==> src/rtl/prio_pkg.sv <==
// Shared definitions for the priority encoder family: mode selectors and
// an elaboration-time ceil(log2) helper used to size index ports.
package prio_pkg;

    localparam int PRIO_FIXED = 0;
    localparam int PRIO_RR    = 1;

    function automatic int clog2(input int value);
        int r;
        int v;
        r = 0;
        v = value - 1;
        while (v > 0) begin
            r = r + 1;
            v = v >> 1;
        end
        return r;
    endfunction

endpackage

==> src/rtl/prio_pick.sv <==
// Combinational highest-set-bit finder: returns the index of the highest
// set bit in vec and a flag telling whether any bit was set at all.
module prio_pick #(
    parameter int N = 8,
    parameter int W = 3
) (
    input  logic [N-1:0] vec,
    output logic [W-1:0] idx,
    output logic         any
);

    // Ascending scan so the last (highest) set bit overwrites earlier hits.
    always_comb begin
        idx = '0;
        any = 1'b0;
        for (int i = 0; i < N; i++) begin
            if (vec[i]) begin
                idx = W'(i);
                any = 1'b1;
            end
        end
    end

endmodule

==> src/rtl/prio_encoder_q.sv <==
// Registered priority encoder with sticky request capture, fixed or
// round-robin selection, and a valid/ready output stage that holds under backpressure.
module prio_encoder_q
    import prio_pkg::*;
#(
    parameter int N       = 8,
    parameter int RR_MODE = PRIO_FIXED,
    parameter int STICKY  = 1,
    localparam int W      = (clog2(N) > 1) ? clog2(N) : 1
) (
    input  logic         clk,
    input  logic         rst,
    input  logic         en,
    input  logic [N-1:0] req,
    input  logic         out_ready,
    output logic         out_valid,
    output logic [W-1:0] out_idx,
    output logic [N-1:0] out_onehot,
    output logic [N-1:0] pending
);

    localparam logic [N-1:0] ONE = {{(N-1){1'b0}}, 1'b1};

    logic         accept;
    logic         load;
    logic [N-1:0] clr;
    logic [N-1:0] capture;
    logic [N-1:0] cand;
    logic [N-1:0] low_mask;
    logic [W-1:0] last;
    logic [W-1:0] full_idx;
    logic         full_any;
    logic [W-1:0] low_idx;
    logic         low_any;
    logic [W-1:0] sel;

    assign accept  = out_valid & out_ready;
    assign load    = ~out_valid | out_ready;
    assign clr     = accept ? out_onehot : '0;
    assign capture = en ? req : '0;
    // The source being accepted this cycle must not be granted again from stale state.
    assign cand    = pending & ~clr;

    always_comb begin
        low_mask = '0;
        for (int i = 0; i < N; i++) begin
            low_mask[i] = (i < int'(last));
        end
    end

    prio_pick #(.N(N), .W(W)) u_pick_full (
        .vec (cand),
        .idx (full_idx),
        .any (full_any)
    );

    prio_pick #(.N(N), .W(W)) u_pick_low (
        .vec (cand & low_mask),
        .idx (low_idx),
        .any (low_any)
    );

    // Round-robin prefers sources below the last grant, otherwise wraps to the top.
    assign sel = (RR_MODE == PRIO_RR && low_any) ? low_idx : full_idx;

    always_ff @(posedge clk) begin
        if (rst) begin
            pending    <= '0;
            out_valid  <= 1'b0;
            out_idx    <= '0;
            out_onehot <= '0;
            last       <= '0;
        end else begin
            if (STICKY != 0) begin
                pending <= (pending & ~clr) | capture;
            end else begin
                pending <= capture;
            end
            if (accept) begin
                last <= out_idx;
            end
            if (load) begin
                out_valid  <= full_any;
                out_idx    <= full_any ? sel : '0;
                out_onehot <= full_any ? (ONE << sel) : '0;
            end
        end
    end

endmodule

==> config.mk <==
export PLATFORM = sky130hd
export DESIGN_NAME = prio_encoder_q
export DESIGN_NICKNAME = d
export VERILOG_FILES = /design/src/rtl/prio_pkg.sv /design/src/rtl/prio_pick.sv /design/src/rtl/prio_encoder_q.sv
export SDC_FILE = /design/constraint.sdc
export NUM_CORES = 1
export LEC_CHECK = 0
export CORE_MARGIN = 8
export CORE_UTILIZATION = 44
export CTS_BUF_LIST = sky130_fd_sc_hd__clkbuf_16
export DETAILED_ROUTE_END_ITERATION = 6
export GPL_ROUTABILITY_DRIVEN = 0
export GPL_TIMING_DRIVEN = 0
export HOLD_SLACK_MARGIN = 0.03
export PLACE_DENSITY_LB_ADDON = 0.2
export SKIP_LAST_GASP = 1
export SLEW_MARGIN = 20
export SYNTH_ARGS = -nofsm -noshare
export SYNTH_HDL_FRONTEND = slang
export SYNTH_SLANG_ARGS = --single-unit
==> constraint.sdc <==
create_clock -name clk -period 1.8 [get_ports clk]
set_input_delay 0.54 -clock clk [delete_from_list [all_inputs] [get_ports clk]]
set_output_delay 0.54 -clock clk [all_outputs]
set_load 0.02 [all_outputs]
Yosys cells after proc, flatten, opt, wreduce, memory -nomap -nowiden
Cells that the tools add are included.
{ "totals": {"reg_bits": 20, "out_inout_bits": 20} }
{ "op_classes": {"n_shift": 1, "n_mux": 19, "bitwise": 6} }
{ "ops": {"columns": ["cell", "count"], "rows": [
  ["8-bit two-way mux", 3],
  ["3-bit two-way mux", 5],
  ["1-bit two-way mux", 9],
  ["8-bit AND", 1],
  ["8-bit inverter", 1],
  ["8-bit OR", 1],
  ["1-bit by 3-bit left shift with 8-bit output (first input constant)", 1],
  ["2-bit two-way mux", 2],
  ["1-bit AND", 1],
  ["1-bit inverter", 1],
  ["1-bit OR", 1]
]} }

Longest topological paths before layout
{ "depth": {"word_depth": 13, "depth_mapped": 5, "depth_no_buf": 4} }

By module
Synthesis repeated with hierarchy kept, for this count alone.
{ "unflattened": {"hier_cells": 87, "hier_area_um2": 904.6} }
{ "by_module_without_submodules": {"columns": ["module", "n_inst", "cells_per_inst", "area_per_inst_um2", "seq_area_each_um2"], "rows": [
  ["prio_encoder_q", 1, 75, 847.1, 400.4],
  ["prio_pick", 1, 12, 57.6, 0.0]
]} }

Least setup slack after synthesis
OpenSTA, ideal clock, no wires.
{ "synth_path": {"path_kind": "input to register", "startpoint": "in out_ready", "endpoint": "reg out_onehot[3]", "setup_time_ps": 69, "t_arrival_ps": 1562, "required_time_ps": 1731, "path_slack_ps": 169, "stages": 4, "n_path_buf": 0, "path_cell_list": "and2_4 > o221ai_1 > or4b_1 > o21ai_1"} }
{ "synth_between": {"elab_chain_len": 13, "word_cells_on_any_way": 22, "cone_classes": "1 x shift; 17 x mux; 4 x bitwise"} }
{ "synth_lines": {"columns": ["element", "line", "rtl"], "rows": [
  ["start, declared", "prio_encoder_q.sv:15", "input logic out_ready,"],
  ["1-bit AND", "prio_encoder_q.sv:37", "assign accept = out_valid & out_ready;"],
  ["8-bit two-way mux", "prio_encoder_q.sv:39", "assign clr = accept ? out_onehot : '0;"],
  ["8-bit inverter", "prio_encoder_q.sv:42", "assign cand = pending & ~clr;"],
  ["8-bit AND", "prio_encoder_q.sv:42", null],
  ["1-bit two-way mux", "prio_pick.sv:17", "if (vec[i]) begin"],
  ["2-bit two-way mux or 1-bit two-way mux (tied branches) (2 in series)", "prio_pick.sv:17", null],
  ["3-bit two-way mux or 1-bit two-way mux (tied branches) (4 in series)", "prio_pick.sv:17", null],
  ["1-bit by 3-bit left shift with 8-bit output or 1-bit two-way mux (tied branches)", "prio_encoder_q.sv:85, prio_pick.sv:17", null],
  ["8-bit two-way mux", "prio_encoder_q.sv:85", "out_onehot <= full_any ? (ONE << sel) : '0;"],
  ["end signal, assigned", "prio_encoder_q.sv:85", null],
  ["end, declared", "prio_encoder_q.sv:18", "output logic [N-1:0] out_onehot,"]
]} }
Parallel ways exist; a longest one is shown, timed or not.
A chain may end at the register's enable or synchronous reset.

Worst setup path in the final report
{ "layout_path": {"startpoint": "reg out_idx[0]", "endpoint": "out out_idx[0]"} }
{ "layout_lines": {"columns": ["element", "line", "rtl"], "rows": [
  ["start, declared", "prio_encoder_q.sv:17", "output logic [W-1:0] out_idx,"],
  ["start signal, assigned", "prio_encoder_q.sv:84", "out_idx <= full_any ? sel : '0;"]
]} }
No word-level cell between the ends.

==> key figures <==
Yosys
  • YS warnings: 0
  • Count leader, synth: dfxtp_1
  • Synth area leaders: dfxtp_1 (42%), nor2_1 (7.0%), nand2b_1 (5.8%)
  • Avg Cell Area, Syn: 8.770 sq um
  • Synth top cells by count: dfxtp_1 (20), nor2_1 (18), nand2_1 (9), nand2b_1 (9), a22oi_1 (6)
  • Flops & latches, synth: 20
  • Sequential share of the synthesized area: 41.50%
  • Post-synth EDFFs: 0
  • Synthesized net count: 122
  • Largest area contributor in the netlist: dfxtp_1
  • Distinct cell type count after synthesis: 35
  • Post-synthesis async set-or-reset flop share: 0%
  • Synth top area share: 41.50%
  • Top_reg_cell synth: dfxtp_1
  • Post-Synthesis Cells: 110
  • Post-Synthesis Cell Area: 964.7 sq um

Floorplan
  • Core ar.: 2148 sq um
  • # IOs: 32
  • Die Ht: 62.83 um
  • DIE WIDTH: between 60 and 70 um
  • Starting Density: 44.90%
  • Die ar.: just under 4000 sq um
  • FP Rows: 17

Detailed routing
  • Antenna-violating nets left: 0
  • Final wirelength: 2612 um
  • Met2 routed WL: 1257 um
  • Vias: approximately 970
  • Vias per cell: between 5 and 6
  • DR WL/cell: 15.27 um
  • DR pass1 iterations: 4
  • DR iter-0 viols: 47
  • Metal-1 WL: 1149 um
  • WL met3: 156 um
  • Post-route DRC violation count: 0
  • Max layer used: met4

Power
  • PwrDens: about 900 nW/um^2
  • Peak supply drop: 0.5301 mV
  • Leak: 0.6413 nW

Clocking
  • H-tree depth: 1
  • Num CTS Buffers: 3
  • Max clock buf depth: 2
  • Root Buffer: clkbuf_16
  • Sink Count: 20
  • Clk_lat worst skew: roughly 0.25 ns
  • Clock-pin slew on the worst setup and hold paths: about 0.060 ns
  • CTS tree: yes

Critical path
  • Setup CP Type: reg2out
  • Worst Path Required: 1.26 ns
  • Crit path cell chain: clkdlybuf4s50_1
  • Worst path slowest cell: clkdlybuf4s50_1
  • Crit end category: output port
  • Largest delay share family, worst path: buffers and inverters
  • CP arrival: 1.19 ns
  • Worst-path maximum fanout: 2
  • Startpoint types: flop
  • CP bufs+invs: 1
  • Crit-path max cell delay: 0.60 ns

Final layout
  • Layout cells sized above 1: 10.49%
  • Antenna diodes: 0
  • Fin nets: ~160
  • Final cell count without fillers: 171
  • Layout area overhead: 46.56%
  • Fin util: about two thirds

Timing
  • Highest Clock Rate: 578.7 MHz
  • Setup slack after layout: 0.07189 ns
  • Hold_ws: 0.4818 ns
  • Crit path time final: 1.728 ns
  • Slew Limit Fails: 0
  • Final setup fails: 0
  • Final hold vios: 0
  • Final period utilization: 96.01%
  • Worst slew margin: 66.85%
  • RSZ-0062 raised after global routing: no
  • Worst slew pin tran: between 0.4 and 0.5 ns
  • Setup Skew: around 0.0035 ns

Global route
  • First-pass GRT wire length: 4547 um
  • Total congestion overflow: 0
  • Total GRT Usage: 13.67%
  • Antenna violations before repair: 0
  • Largest net degree at the start of global routing: 12
  • Vias in the first global route: 978

Outcome
  • Status: finished, final reports clean

Placement
  • PortBufs: 29
  • Dpl hpwl: 1892 um
  • Pre-CTS setup slack: -0.5347 ns
  • Inst Count DP: 167

Hold path
  • Hold WC Path Type: reg2reg

Run
  • Max Cap Viol: 0
stage by stage:
stage,instance area (sq um),TNS [ns],power [mW]
after floorplan,964.7,0,0.6962
after global placement,1290,-4.998,0.8146
after detailed placement,1290,-5.123,0.8189
after CTS,1370,-0.001345,1.277
after global routing,1414,0,1.339
final,1414,0,1.277
sequential cells by signal, summed over array words and instances, names as in the netlist:
name,count
out_idx,3
out_onehot,8
out_valid,1
pending,8
layer usage:
metal	vias up	track usage [%]
met5	-	0
met4	0	6.838
met3	5	5.556
met2	31	21.86
met1	457	15.30
li1	472	-
worst paths after layout:
path | cells past startpoint | slack, ns | from | endpoint
setup / recovery | 1 | 0.07 | out_idx[0]$_SDFFE_PP0P_ | out_idx[0]
hold / removal | 2 | 0.48 | out_onehot[6]$_SDFFE_PP0P_ | out_onehot[6]$_SDFFE_PP0P_
setup reg to reg | 5 | 0.13 | out_valid$_SDFFE_PP0P_ | out_onehot[3]$_SDFFE_PP0P_
hold reg to reg | 2 | 0.48 | out_onehot[6]$_SDFFE_PP0P_ | out_onehot[6]$_SDFFE_PP0P_
power breakdown:
group,internal [mW],switching [mW]
Combinational,0.139,0.167
Sequential,0.477,0.0337
Clock,0.296,0.165
Total,0.912,0.365
cell type report:
type | instances | area (sq um)
Tap cell | 28 | 35.03
Timing Repair Buffer | 29 | 290.3
Clock inverter | 1 | 3.754
Buffer | 5 | 33.78
Fill cell | 190 | 734.5
Clock buffer | 3 | 75.07
Sequential cell | 20 | 400.4
Inverter | 4 | 15.01
Multi-Input combinational cell | 81 | 560.5
kinds of logic after synthesis:
logic type,after synthesis,share of synthesized area (%)
and+or+nand+nor,48,25.03
AOI/OAI and AO/OA,33,28.41
buffers and inverters,9,5.058
DFF,20,41.50
placed cells by master (no fill, tap or decap), types with 2 or more instances in the layout:
master | synthesis | layout
dlymetal6s2s_1 | 0 | 7
a211oi_1 | 2 | 2
dfxtp_1 | 20 | 20
clkbuf_16 | 0 | 3
clkbuf_1 | 3 | 3
a21oi_1 | 3 | 3
nor2_1 | 18 | 18
clkdlybuf4s50_1 | 0 | 11
a32o_1 | 2 | 2
a22oi_1 | 6 | 6
o21ai_1 | 1 | 2
or2b_1 | 2 | 2
o221ai_2 | 0 | 3
nand3_1 | 4 | 4
o211ai_1 | 2 | 2
nand2_1 | 9 | 9
dlygate4sd2_1 | 0 | 10
nand2b_1 | 9 | 8
inv_1 | 4 | 4
repair_timing:
action | in CTS | in global routing
resized for setup | 14 | 14
setup buffers | 0 | 0
hold endpoints to repair | 0 | 0
cloned | 0 | 0
hold buffers | 0 | 0
setup endpoints to repair | 21 | 14
pin swaps | 0 | 1
No activity file was read; power rests on OpenSTA's default activity.
